===== config.mk =====
export PLATFORM = sky130hd
export DESIGN_NAME = tristate_bus_arbiter_flat
export DESIGN_NICKNAME = d
export VERILOG_FILES = /design/src/rtl/tristate_bus_arbiter_pkg.sv /design/src/rtl/tristate_bus_arbiter_if.sv /design/src/rtl/tristate_bus_arbiter_rr_pick.sv /design/src/rtl/tristate_bus_arbiter.sv /design/src/flat_wrapper.sv
export SDC_FILE = /design/constraint.sdc
export NUM_CORES = 1
export LEC_CHECK = 0
export CORE_MARGIN = 4
export CORE_UTILIZATION = 40
export CTS_CLUSTER_SIZE = 28
export DETAILED_ROUTE_END_ITERATION = 7
export PLACE_DENSITY_LB_ADDON = 0.2
export RECOVER_POWER = 50
export SLEW_MARGIN = 20
export SYNTH_ARGS = -nofsm -noshare
export SYNTH_HDL_FRONTEND = slang
export SYNTH_HIERARCHICAL = 1
export SYNTH_SLANG_ARGS = --single-unit

===== constraint.sdc =====
create_clock -name clk -period 1.45 [get_ports clk]
set_input_delay 0.29 -clock clk [delete_from_list [all_inputs] [get_ports clk]]
set_output_delay 0.29 -clock clk [all_outputs]
set_load 0.05 [all_outputs]

===== src/rtl/tristate_bus_arbiter_pkg.sv =====
// Shared definitions for the tristate bus arbiter: state encoding, default
// sizing constants and the index-width helper.
package tristate_bus_arbiter_pkg;

  localparam int DEF_N          = 4;
  localparam int DEF_MAX_HOLD   = 8;
  localparam int DEF_TURNAROUND = 1;

  typedef enum logic [1:0] {
    ST_IDLE  = 2'd0,
    ST_GRANT = 2'd1,
    ST_TURN  = 2'd2
  } state_e;

  // Width needed to hold an index in 0..v-1, never less than one bit.
  function automatic int clog2_w(input int v);
    return (v <= 2) ? 1 : $clog2(v);
  endfunction

endpackage


===== src/rtl/tristate_bus_arbiter_if.sv =====
// Bundle of request/grant/enable signals between the arbiter, the requesting
// agents and the bank of tristate buffers.
//
// Handshake: req[i] is a level request that the agent holds for as long as it
// wants the bus. gnt[i] high means agent i owns the bus on this cycle and its
// buffer is enabled (en == gnt). The agent drops req[i] to give the bus back;
// the arbiter may also revoke the grant after MAX_HOLD cycles, flagged by a
// one-cycle timeout pulse. state is a debug copy of the arbiter FSM.
interface tristate_bus_arbiter_if import tristate_bus_arbiter_pkg::*; #(
  parameter int N = DEF_N
);
  localparam int OW = clog2_w(N);

  logic [N-1:0]  req;
  logic [N-1:0]  gnt;
  logic [N-1:0]  en;
  logic [OW-1:0] owner;
  logic          busy;
  logic          bus_float;
  logic          timeout;
  logic [1:0]    state;

  modport master (
    input  req,
    output gnt, en, owner, busy, bus_float, timeout, state
  );

  modport slave (
    output req,
    input  gnt, en, owner, busy, bus_float, timeout, state
  );

endinterface


===== src/rtl/tristate_bus_arbiter_rr_pick.sv =====
// Combinational round-robin picker: the winner is the first set request
// found scanning ptr+1, ptr+2, ... with wrap modulo N.
module tristate_bus_arbiter_rr_pick import tristate_bus_arbiter_pkg::*; #(
  parameter int N  = DEF_N,
  parameter int OW = clog2_w(N)
) (
  input  logic [N-1:0]  req,
  input  logic [OW-1:0] ptr,
  output logic          valid,
  output logic [OW-1:0] winner
);

  logic [OW-1:0] idx;

  // Scan from the farthest offset down to ptr+1 so the nearest hit wins.
  always_comb begin
    valid  = 1'b0;
    winner = '0;
    idx    = '0;
    for (int k = N; k >= 1; k--) begin
      idx = OW'((int'(ptr) + k) % N);
      if (req[idx]) begin
        valid  = 1'b1;
        winner = idx;
      end
    end
  end

endmodule


===== src/rtl/tristate_bus_arbiter.sv =====
// Round-robin arbiter sharing one tristate bus between N requesters. Grants
// are one-hot and double as buffer enables; a turnaround gap separates owners
// and a hold limit forces release of a greedy owner.
module tristate_bus_arbiter import tristate_bus_arbiter_pkg::*; #(
  parameter int N          = DEF_N,
  parameter int MAX_HOLD   = DEF_MAX_HOLD,
  parameter int TURNAROUND = DEF_TURNAROUND
) (
  input logic                   clk,
  input logic                   rst,
  tristate_bus_arbiter_if.master bus
);

  localparam int OW = clog2_w(N);
  localparam int HW = clog2_w(MAX_HOLD) + 1;

  localparam logic [1:0] IDLE  = ST_IDLE;
  localparam logic [1:0] GRANT = ST_GRANT;
  localparam logic [1:0] TURN  = ST_TURN;

  localparam logic [HW-1:0] HOLD_LAST = HW'(MAX_HOLD - 1);
  // Unused when TURNAROUND is 0, since release then goes straight to IDLE.
  localparam logic [2:0]    TURN_LAST = (TURNAROUND == 0) ? 3'd0 : 3'(TURNAROUND - 1);

  logic [1:0]    state, state_d;
  logic [N-1:0]  gnt, gnt_d;
  logic [OW-1:0] owner, owner_d;
  logic [OW-1:0] rr_ptr, rr_ptr_d;
  logic [HW-1:0] hold_cnt, hold_cnt_d;
  logic [2:0]    turn_cnt, turn_cnt_d;
  logic          timeout, timeout_d;

  logic          pick_valid;
  logic [OW-1:0] pick_idx;

  tristate_bus_arbiter_rr_pick #(.N(N), .OW(OW)) u_pick (
    .req    (bus.req),
    .ptr    (rr_ptr),
    .valid  (pick_valid),
    .winner (pick_idx)
  );

  // Next-state logic: arbitration from IDLE or the last TURN cycle,
  // release on request drop (normal) or hold limit (forced).
  always_comb begin
    state_d    = state;
    gnt_d      = gnt;
    owner_d    = owner;
    rr_ptr_d   = rr_ptr;
    hold_cnt_d = hold_cnt;
    turn_cnt_d = turn_cnt;
    timeout_d  = 1'b0;
    case (state)
      IDLE: begin
        if (pick_valid) begin
          state_d    = GRANT;
          gnt_d      = N'(1) << pick_idx;
          owner_d    = pick_idx;
          rr_ptr_d   = pick_idx;
          hold_cnt_d = '0;
        end
      end
      GRANT: begin
        // A request drop wins over the hold limit, so a coincident drop is
        // a normal release without a timeout pulse.
        if (!bus.req[owner] || (hold_cnt == HOLD_LAST)) begin
          gnt_d      = '0;
          timeout_d  = bus.req[owner];
          turn_cnt_d = '0;
          state_d    = (TURNAROUND == 0) ? IDLE : TURN;
        end else begin
          hold_cnt_d = hold_cnt + HW'(1);
        end
      end
      TURN: begin
        if (turn_cnt == TURN_LAST) begin
          if (pick_valid) begin
            state_d    = GRANT;
            gnt_d      = N'(1) << pick_idx;
            owner_d    = pick_idx;
            rr_ptr_d   = pick_idx;
            hold_cnt_d = '0;
          end else begin
            state_d = IDLE;
          end
        end else begin
          turn_cnt_d = turn_cnt + 3'd1;
        end
      end
      default: begin
        state_d = IDLE;
        gnt_d   = '0;
      end
    endcase
  end

  // State registers; the asynchronous reset drops every enable immediately.
  always_ff @(posedge clk or posedge rst) begin
    if (rst) begin
      state    <= IDLE;
      gnt      <= '0;
      owner    <= '0;
      rr_ptr   <= OW'(N - 1);
      hold_cnt <= '0;
      turn_cnt <= '0;
      timeout  <= 1'b0;
    end else begin
      state    <= state_d;
      gnt      <= gnt_d;
      owner    <= owner_d;
      rr_ptr   <= rr_ptr_d;
      hold_cnt <= hold_cnt_d;
      turn_cnt <= turn_cnt_d;
      timeout  <= timeout_d;
    end
  end

  assign bus.gnt       = gnt;
  assign bus.en        = gnt;
  assign bus.owner     = owner;
  assign bus.busy      = |gnt;
  assign bus.bus_float = ~|gnt;
  assign bus.timeout   = timeout;
  assign bus.state     = state;

endmodule


===== src/flat_wrapper.sv =====
// flat-port wrapper written by rule: the top's interface ports become plain ports
module tristate_bus_arbiter_flat import tristate_bus_arbiter_pkg::*;
#(
  parameter int N          = DEF_N,
  parameter int MAX_HOLD   = DEF_MAX_HOLD,
  parameter int TURNAROUND = DEF_TURNAROUND
)
  (clk, rst, bus_req, bus_gnt, bus_en, bus_owner, bus_busy, bus_bus_float, bus_timeout, bus_state);
  tristate_bus_arbiter_if #(.N(N)) bus_i ();
  input logic clk;
  input logic rst;
  input wire logic [$bits(bus_i.req)-1:0] bus_req;
  output wire logic [$bits(bus_i.gnt)-1:0] bus_gnt;
  output wire logic [$bits(bus_i.en)-1:0] bus_en;
  output wire logic [$bits(bus_i.owner)-1:0] bus_owner;
  output wire logic [$bits(bus_i.busy)-1:0] bus_busy;
  output wire logic [$bits(bus_i.bus_float)-1:0] bus_bus_float;
  output wire logic [$bits(bus_i.timeout)-1:0] bus_timeout;
  output wire logic [$bits(bus_i.state)-1:0] bus_state;
  assign bus_i.req = bus_req;
  assign bus_gnt = bus_i.gnt;
  assign bus_en = bus_i.en;
  assign bus_owner = bus_i.owner;
  assign bus_busy = bus_i.busy;
  assign bus_bus_float = bus_i.bus_float;
  assign bus_timeout = bus_i.timeout;
  assign bus_state = bus_i.state;
  tristate_bus_arbiter #(.N(N), .MAX_HOLD(MAX_HOLD), .TURNAROUND(TURNAROUND)) u_core (.clk(clk), .rst(rst), .bus(bus_i));
endmodule

==> impl_metrics.toml, run 1 <==
[status]
status = "complete, but fails checks"
violations = "setup timing"

[timing]
period_needed_ns = 1.749
hold_ws_ns = 0.5092
setup_slack_ns = -0.2986
slew_violations = 0
skew_ns = 0.004754
setup_viol = 11
finalHoldViolations = 0
rsz0062_at_grt = "yes"
max_slew.worst_pin.slew_ns = 0.9458
min_period_over_period_pct = 120.6
slew_headroom_pct = 36.95
finalSetupTns_ns = -0.8899
max_freq_mhz = 571.9

[global_routing]
grt_pass1_wl_microns = 3905
use_met2_pct = 27.10
grt-ovfl-total = 0
grt_pass1_vias = 889
met1_usage_pct = 17.51
grt_max_degree = 19
grt_usage_pct = 15.41
use_met3_pct = 3.118
top_usage_layer = "met2"
antenna_found_initial = 0

[floorplanning]
fp.dieArea_sq_um = 3341
fp.dieH_microns = 57.81
rows = 17
core_sq_um = 2276
fp.dieW_microns = 57.81
start_util_pct = 43.60
ios = 21

[final_layout]
multi_input_area_sq_um = 581.8
utilization_pct = 77.57
nets = 161
drive_gt1_share_pct = 58.94
n_fill_cell = 135
fin_area_sq_um = 1765
stdcell_count = 179
register_area_sq_um = 460.4
mostFrequentLayoutCell = "buf_4"
syn_to_final_growth_pct = 77.93
n_antenna_cell = 0
layout_common_cells = "buf_4, buf_12, dfrtp_1"

[clock_tree]
clk_latency_ns = 0.29
max-clock-path-buffers = 2
hold_buffers = 0
cts.sinks = 18
root_buffer = "clkbuf_4"
cts_made_buffers = 3
clk_pin_slew_worst_paths_ns = 0.10
h-tree-depth = 1
cts_tree = "yes"

[min_path]
hp-start = "u_core/rr_ptr[0]$_DFFE_PP1P_"
hold_path.class = "flop to flop"

[detailed_routing]
via_count = 898
drc = 0
routedWlPerCell_microns = 13.40
dr.pass1.iters = 4
first_iter_violations = 9
ant_nets = 0
wirelength_microns = 2398
viasPerCell = 5.017

[synth]
syn_area_sq_um = 992.2
synth_fp_nets = 106
yosysUniqueCellTypes = 36
ys.warnings.count = 6
avgSynthCellArea_sq_um = 10.23
synth-seq-cells = 18
synthCells = 97
synth_seq_area_share_pct = 45.65

[run]
maxCapViolations = 0

[worst_setup_path]
worstPathRequired_ns = 1.16
cp.arrival_ns = 1.46
worstSetupStartpoint = "u_core/bus.en[3]$_DFFE_PP0P_"
crit_path_max_fanout = 2
end_kind = "primary output"
crit_type = "flop to primary output"
cp-start-kind = "flop"
worstReg2RegStart = "u_core/bus.owner[0]$_DFFE_PP0P_"

[place]
gp_congestion = 0.8604
placedCellCount = 168
placed_area_sq_um = 1580
portBuffers = 20
dp_hpwl_microns = 1795

[power]
leakage_nw = 0.8350
irDropWorstVdd_mv = 2.080
power_density_nw_per_um2 = 2559
[path summary, 6_finish.rpt]
kind                                                        end  slack, ns  cells after the start
worst max-delay path                              bus_bus_float      -0.30                      3
worst min-delay path               u_core/rr_ptr[0]$_DFFE_PP1P_       0.51                      2
worst max register to register   u_core/hold_cnt[3]$_DFFE_PP0P_      -0.07                      5
worst min register to register     u_core/rr_ptr[0]$_DFFE_PP1P_       0.51                      2
max in group asynchronous       u_core/bus.owner[0]$_DFFE_PP0P_       0.11                      3
min in group asynchronous        u_core/hold_cnt[0]$_DFFE_PP0P_       0.70                      3
[power by group]
| part | total (mW) | internal (mW) | switching (mW) |
|---|---|---|---|
| combinational | 3.38 | 1.69 | 1.69 |
| clock | 0.261 | 0.107 | 0.154 |
| sequential | 0.874 | 0.709 | 0.164 |
[cell type report]
type / count / area share (%)
flip-flops and latches: 18 / 26.08
multi-input cells: 67 / 32.96
clock buffers: 4 / 1.488
well taps: 28 / 1.984
repair buffers: 55 / 35.79
inverters: 7 / 1.701
[state kept, by name, summed over array words and instances, names as in the netlist]
register            count
u_core/bus.en           4
u_core/bus.owner        2
u_core/bus.state        2
u_core/bus.timeout      1
u_core/hold_cnt         4
u_core/rr_ptr           2
u_core/turn_cnt         3
[critical path: stages (launching register included)]
cell        delay (ns)
dfrtp_2           0.41
or4_4             0.53
clkinvlp_4        0.10
buf_12            0.13
[synth_stat cells]
library cell  instances  area share [%]
dfrtp_1              16              40
nand2_1              14             5.3
inv_1                 7             2.6
nand3_1               7             3.5
buf_4                 4             3.0
nand2b_1              4             2.5
nor2_1                4             1.5
o21ai_0               4             2.0
a21o_1                3             2.3
ha_1                  3             3.8
a21oi_1               2             1.0
dfstp_2               2             5.3
mux2i_1               2             2.0
nor3b_1               2             1.5
o2bb2ai_1             2             1.8
a211o_1               1            0.88
a211oi_1              1            0.76
a21boi_2              1             1.1
a21o_2                1            0.88
a21oi_2               1            0.88
a22o_1                1            0.88
a31oi_1               1            0.63
a32o_1                1             1.0
and2b_1               1            0.76
and2b_2               1            0.88
buf_6                 1             1.1
mux4_2                1             2.3
nand3_4               1             1.8
nand3b_1              1            0.76
nand4_1               1            0.63
nor2b_1               1            0.63
nor3_1                1            0.50
o211ai_4              1             2.1
o221ai_2              1             1.5
or3_1                 1            0.63
or4_1                 1            0.76
[logic make-up (layout without fill, tap and decap cells)]
logic type               count (synthesis)  after routing  share of synthesized area, %
multiplexers                             3              3                         4.287
AND/OR/NAND/NOR                         40             40                         21.69
buffers and inverters                   12             66                         6.810
flip-flops                              18             18                         45.65
AO/OA/AOI/OAI                           21             21                         17.78
adder cells (fa/ha/maj)                  3              3                         3.784
[metrics by stage]
| step | power (mW) | setup WS [ns] |
|---|---|---|
| after floorplan | 2.473 | -0.2841 |
| after global placement | 3.833 | -0.3989 |
| after detailed placement | 3.887 | -0.4321 |
| after CTS | 4.351 | -0.3164 |
| after global routing | 4.779 | -0.3465 |
| final | 4.517 | -0.2986 |
[layer usage]
metal | share of wire, % | vias to the layer above | wire length, microns
met5 | 0 | - | 0
met4 | 1.8 | 0 | 43
met3 | 3.4 | 4 | 82
met2 | 53 | 18 | 1268
met1 | 42 | 429 | 1003
li1 | - | 447 | -
[what timing repair did]
action,in CTS,in global routing
pin swaps,6,8
endpoints found under the hold margin,0,0
endpoints found under the setup margin,17,16
setup buffers,3,4
resized for setup,14,13
Power figures use the tool's default switching activity.
==> run 2: changes to the inputs <==
--- a/config.mk
+++ b/config.mk
@@ -5,8 +5,9 @@
 export SDC_FILE = /design/constraint.sdc
 export NUM_CORES = 1
 export LEC_CHECK = 0
+export ABC_AREA = 1
 export CORE_MARGIN = 4
-export CORE_UTILIZATION = 40
+export CORE_UTILIZATION = 47
 export CTS_CLUSTER_SIZE = 28
 export DETAILED_ROUTE_END_ITERATION = 7
 export PLACE_DENSITY_LB_ADDON = 0.2
==> impl_metrics.toml, run 2 <==
[synth]
synth_common_cells = "nand2_1, inv_1, nand3_1, dfrtp_1, nand2_2"
synth_fp_nets = 173
syn_area_sq_um = 1201
synth_flop_cell = "dfrtp_1"
yosys.area.top_type = "dfrtp_1"
synth-edff-count = 0
synth_area_leaders = "dfrtp_1, nand2_1, nand3_1"
ys.warnings.count = 6
avgSynthCellArea_sq_um = 7.324
synth-seq-cells = 18
synth_seq_area_share_pct = 37.71
yosysUniqueCellTypes = 27
post-synth-top-count-cell = "nand2_1"
synthArstFlopShare_pct = 100.0
synthCells = 164
synth_top_area_share_pct = 33.33

[worst_setup_path]
r2r_slack_ns = -0.35
critical_path.top_delay_family = "flip-flops"
cp.arrival_ns = 1.99
worstPathRequired_ns = 1.63
end_kind = "flop"
cp-start-kind = "flop"
crit_cells = 12
slowest_delay_ns = 0.59
crit_type = "flop to flop"
cp_num_buf_inv = 4
critPathSlowestCell = "dfstp_2"
crit_end = "u_core/bus.en[3]$_DFFE_PP0P_"
r2r_cells = 12
path_cells = "buf_12 > inv_6 > nand2_4 > and2_4 > nor2_4 > nand2_2 > inv_4 > buf_4 > a21oi_4 > nand2_2 > nand2_1 > nand2_1"
worstReg2RegStart = "u_core/rr_ptr[0]$_DFFE_PP1P_"
reg2reg_to = "u_core/bus.en[3]$_DFFE_PP0P_"
worstSetupStartpoint = "u_core/rr_ptr[0]$_DFFE_PP1P_"
crit_path_max_fanout = 6

[place]
dp_hpwl_microns = 2335
placedCellCount = 222
post-place-ws_ns = -0.4636
gp_congestion = 0.8341
placed_area_sq_um = 1700
portBuffers = 20

[floorplanning]
fp.dieW_microns = 58.56
rows = 18
fp.dieArea_sq_um = 3429
start_util_pct = 48.93
fp.dieH_microns = 58.56
core_sq_um = 2455
ios = 21

[clock_tree]
root_buffer = "clkbuf_4"
clk_latency_ns = 0.30
max-clock-path-buffers = 2
hold_buffers = 0
h-tree-depth = 1
cts_made_buffers = 3
cts.sinks = 18
clk_pin_slew_worst_paths_ns = 0.11
cts_tree = "yes"

[final_layout]
drive_gt1_share_pct = 48.28
fin_area_sq_um = 1933
mostFrequentLayoutCell = "nand2_1"
stdcell_count = 233
n_antenna_cell = 0
layout_common_cells = "nand2_1, nand2_2, buf_12"
nets = 213
syn_to_final_growth_pct = 60.94

[global_routing]
grt-ovfl-total = 0
grt_max_degree = 13
antenna_found_initial = 0
grt_pass1_vias = 1242
grt_pass1_wl_microns = 5492
grt_usage_pct = 21.61

[detailed_routing]
via_count = 1181
dr.pass1.iters = 4
viasPerCell = 5.069
drc = 0
first_iter_violations = 66
ant_nets = 0
routedWlPerCell_microns = 15.00
wirelength_microns = 3496

[timing]
max_slew.worst_pin.slew_ns = 0.6858
setup_slack_ns = -0.3544
max_freq_mhz = 554.2
slew_headroom_pct = 54.28
period_needed_ns = 1.804
skew_ns = 0.01643
rsz0062_at_grt = "yes"
slew_violations = 0
setup_viol = 15
finalHoldViolations = 0
min_period_over_period_pct = 124.4

[power]
leakage_nw = 0.9788
irDropWorstVdd_mv = 1.575
power_density_nw_per_um2 = 2407

[status]
status = "complete, but fails checks"
violations = "setup timing"

[min_path]
hold_path.class = "primary input to async pin"

[run]
maxCapViolations = 0
-- run 2: worst min path at each step --
| stage | start | to | slack (ns) |
|---|---|---|---|
| floorplan | rst | u_core/bus.en[1]$_DFFE_PP0P_ | 0.23 |
| global placement | u_core/turn_cnt[0]$_DFFE_PP0P_ | u_core/turn_cnt[0]$_DFFE_PP0P_ | 0.51 |
| detailed placement | u_core/hold_cnt[1]$_DFFE_PP0P_ | u_core/hold_cnt[1]$_DFFE_PP0P_ | 0.53 |
| CTS | rst | u_core/bus.en[1]$_DFFE_PP0P_ | 0.20 |
| global route | rst | u_core/bus.en[1]$_DFFE_PP0P_ | 0.36 |
| finish | rst | u_core/bus.en[1]$_DFFE_PP0P_ | 0.33 |
-- run 2: worst reg2reg max path, delay by kind of cell (launching register included) --
kind / cells / cell delay (ns)
flops: 1 / 0.59
simple gates: 7 / 0.57
buf+inv: 4 / 0.36
compound gates: 1 / 0.17
-- run 2: per-layer routing --
metal / vias up / track usage, % / wire length (microns)
li1: 589 / - / -
met1: 563 / 22.85 / 1306
met2: 21 / 39.71 / 2026
met3: 8 / 3.509 / 90
met4: 0 / 12.91 / 72
met5: - / 0 / 0
-- run 2: layout make-up --
class                           count  area, sq um
Multi-Input combinational cell    118        792.0
Fill cell                         153        521.8
Clock buffer                        4        26.28
Tap cell                           30        37.54
Timing Repair Buffer               39        521.8
Inverter                           24        97.59
Sequential cell                    18        457.9
-- run 2: cell families after synthesis --
kind of cell               synth area share [%]
adders and majority gates                 3.125
DFF                                       37.71
and+or+nand+nor                           40.94
xor gates and xnor gates                  2.188
buffers and inverters                     11.35
AOI/OAI and AO/OA                         4.688
-- run 2: timing repair --
| action | in CTS | in global routing |
|---|---|---|
| setup buffers | 4 | 1 |
| setup endpoints to repair | 15 | 18 |
| pin swaps | 4 | 14 |
| cloned | 1 | 1 |
| resized for setup | 10 | 22 |
-- run 2: report_power, final --
part | internal (mW) | switching [mW]
registers | 0.672 | 0.177
clock network | 0.107 | 0.161
logic | 1.47 | 2.07
-- run 2: per-stage QoR --
step / setup TNS, ns / power, mW / hold WS, ns / utilization [%]
detailed placement: -6.181 / 3.699 / 0.5270 / 69.27
floorplan: -1.411 / 2.661 / 0.2268 / -
finish: -4.163 / 4.653 / 0.3345 / 78.75
global route: -5.236 / 4.916 / 0.3577 / 78.75
CTS: -3.186 / 4.241 / 0.2041 / 74.01
global placement: -5.167 / 3.576 / 0.5138 / 69.27
==> run 3: changes to the inputs <==
--- a/config.mk
+++ b/config.mk
@@ -17,3 +17,4 @@
 export SYNTH_HDL_FRONTEND = slang
 export SYNTH_HIERARCHICAL = 1
 export SYNTH_SLANG_ARGS = --single-unit
+export TNS_END_PERCENT = 100
==> results of run 3 <==
Same layout as run 2: the final DEF is identical, and so are final timing and power.
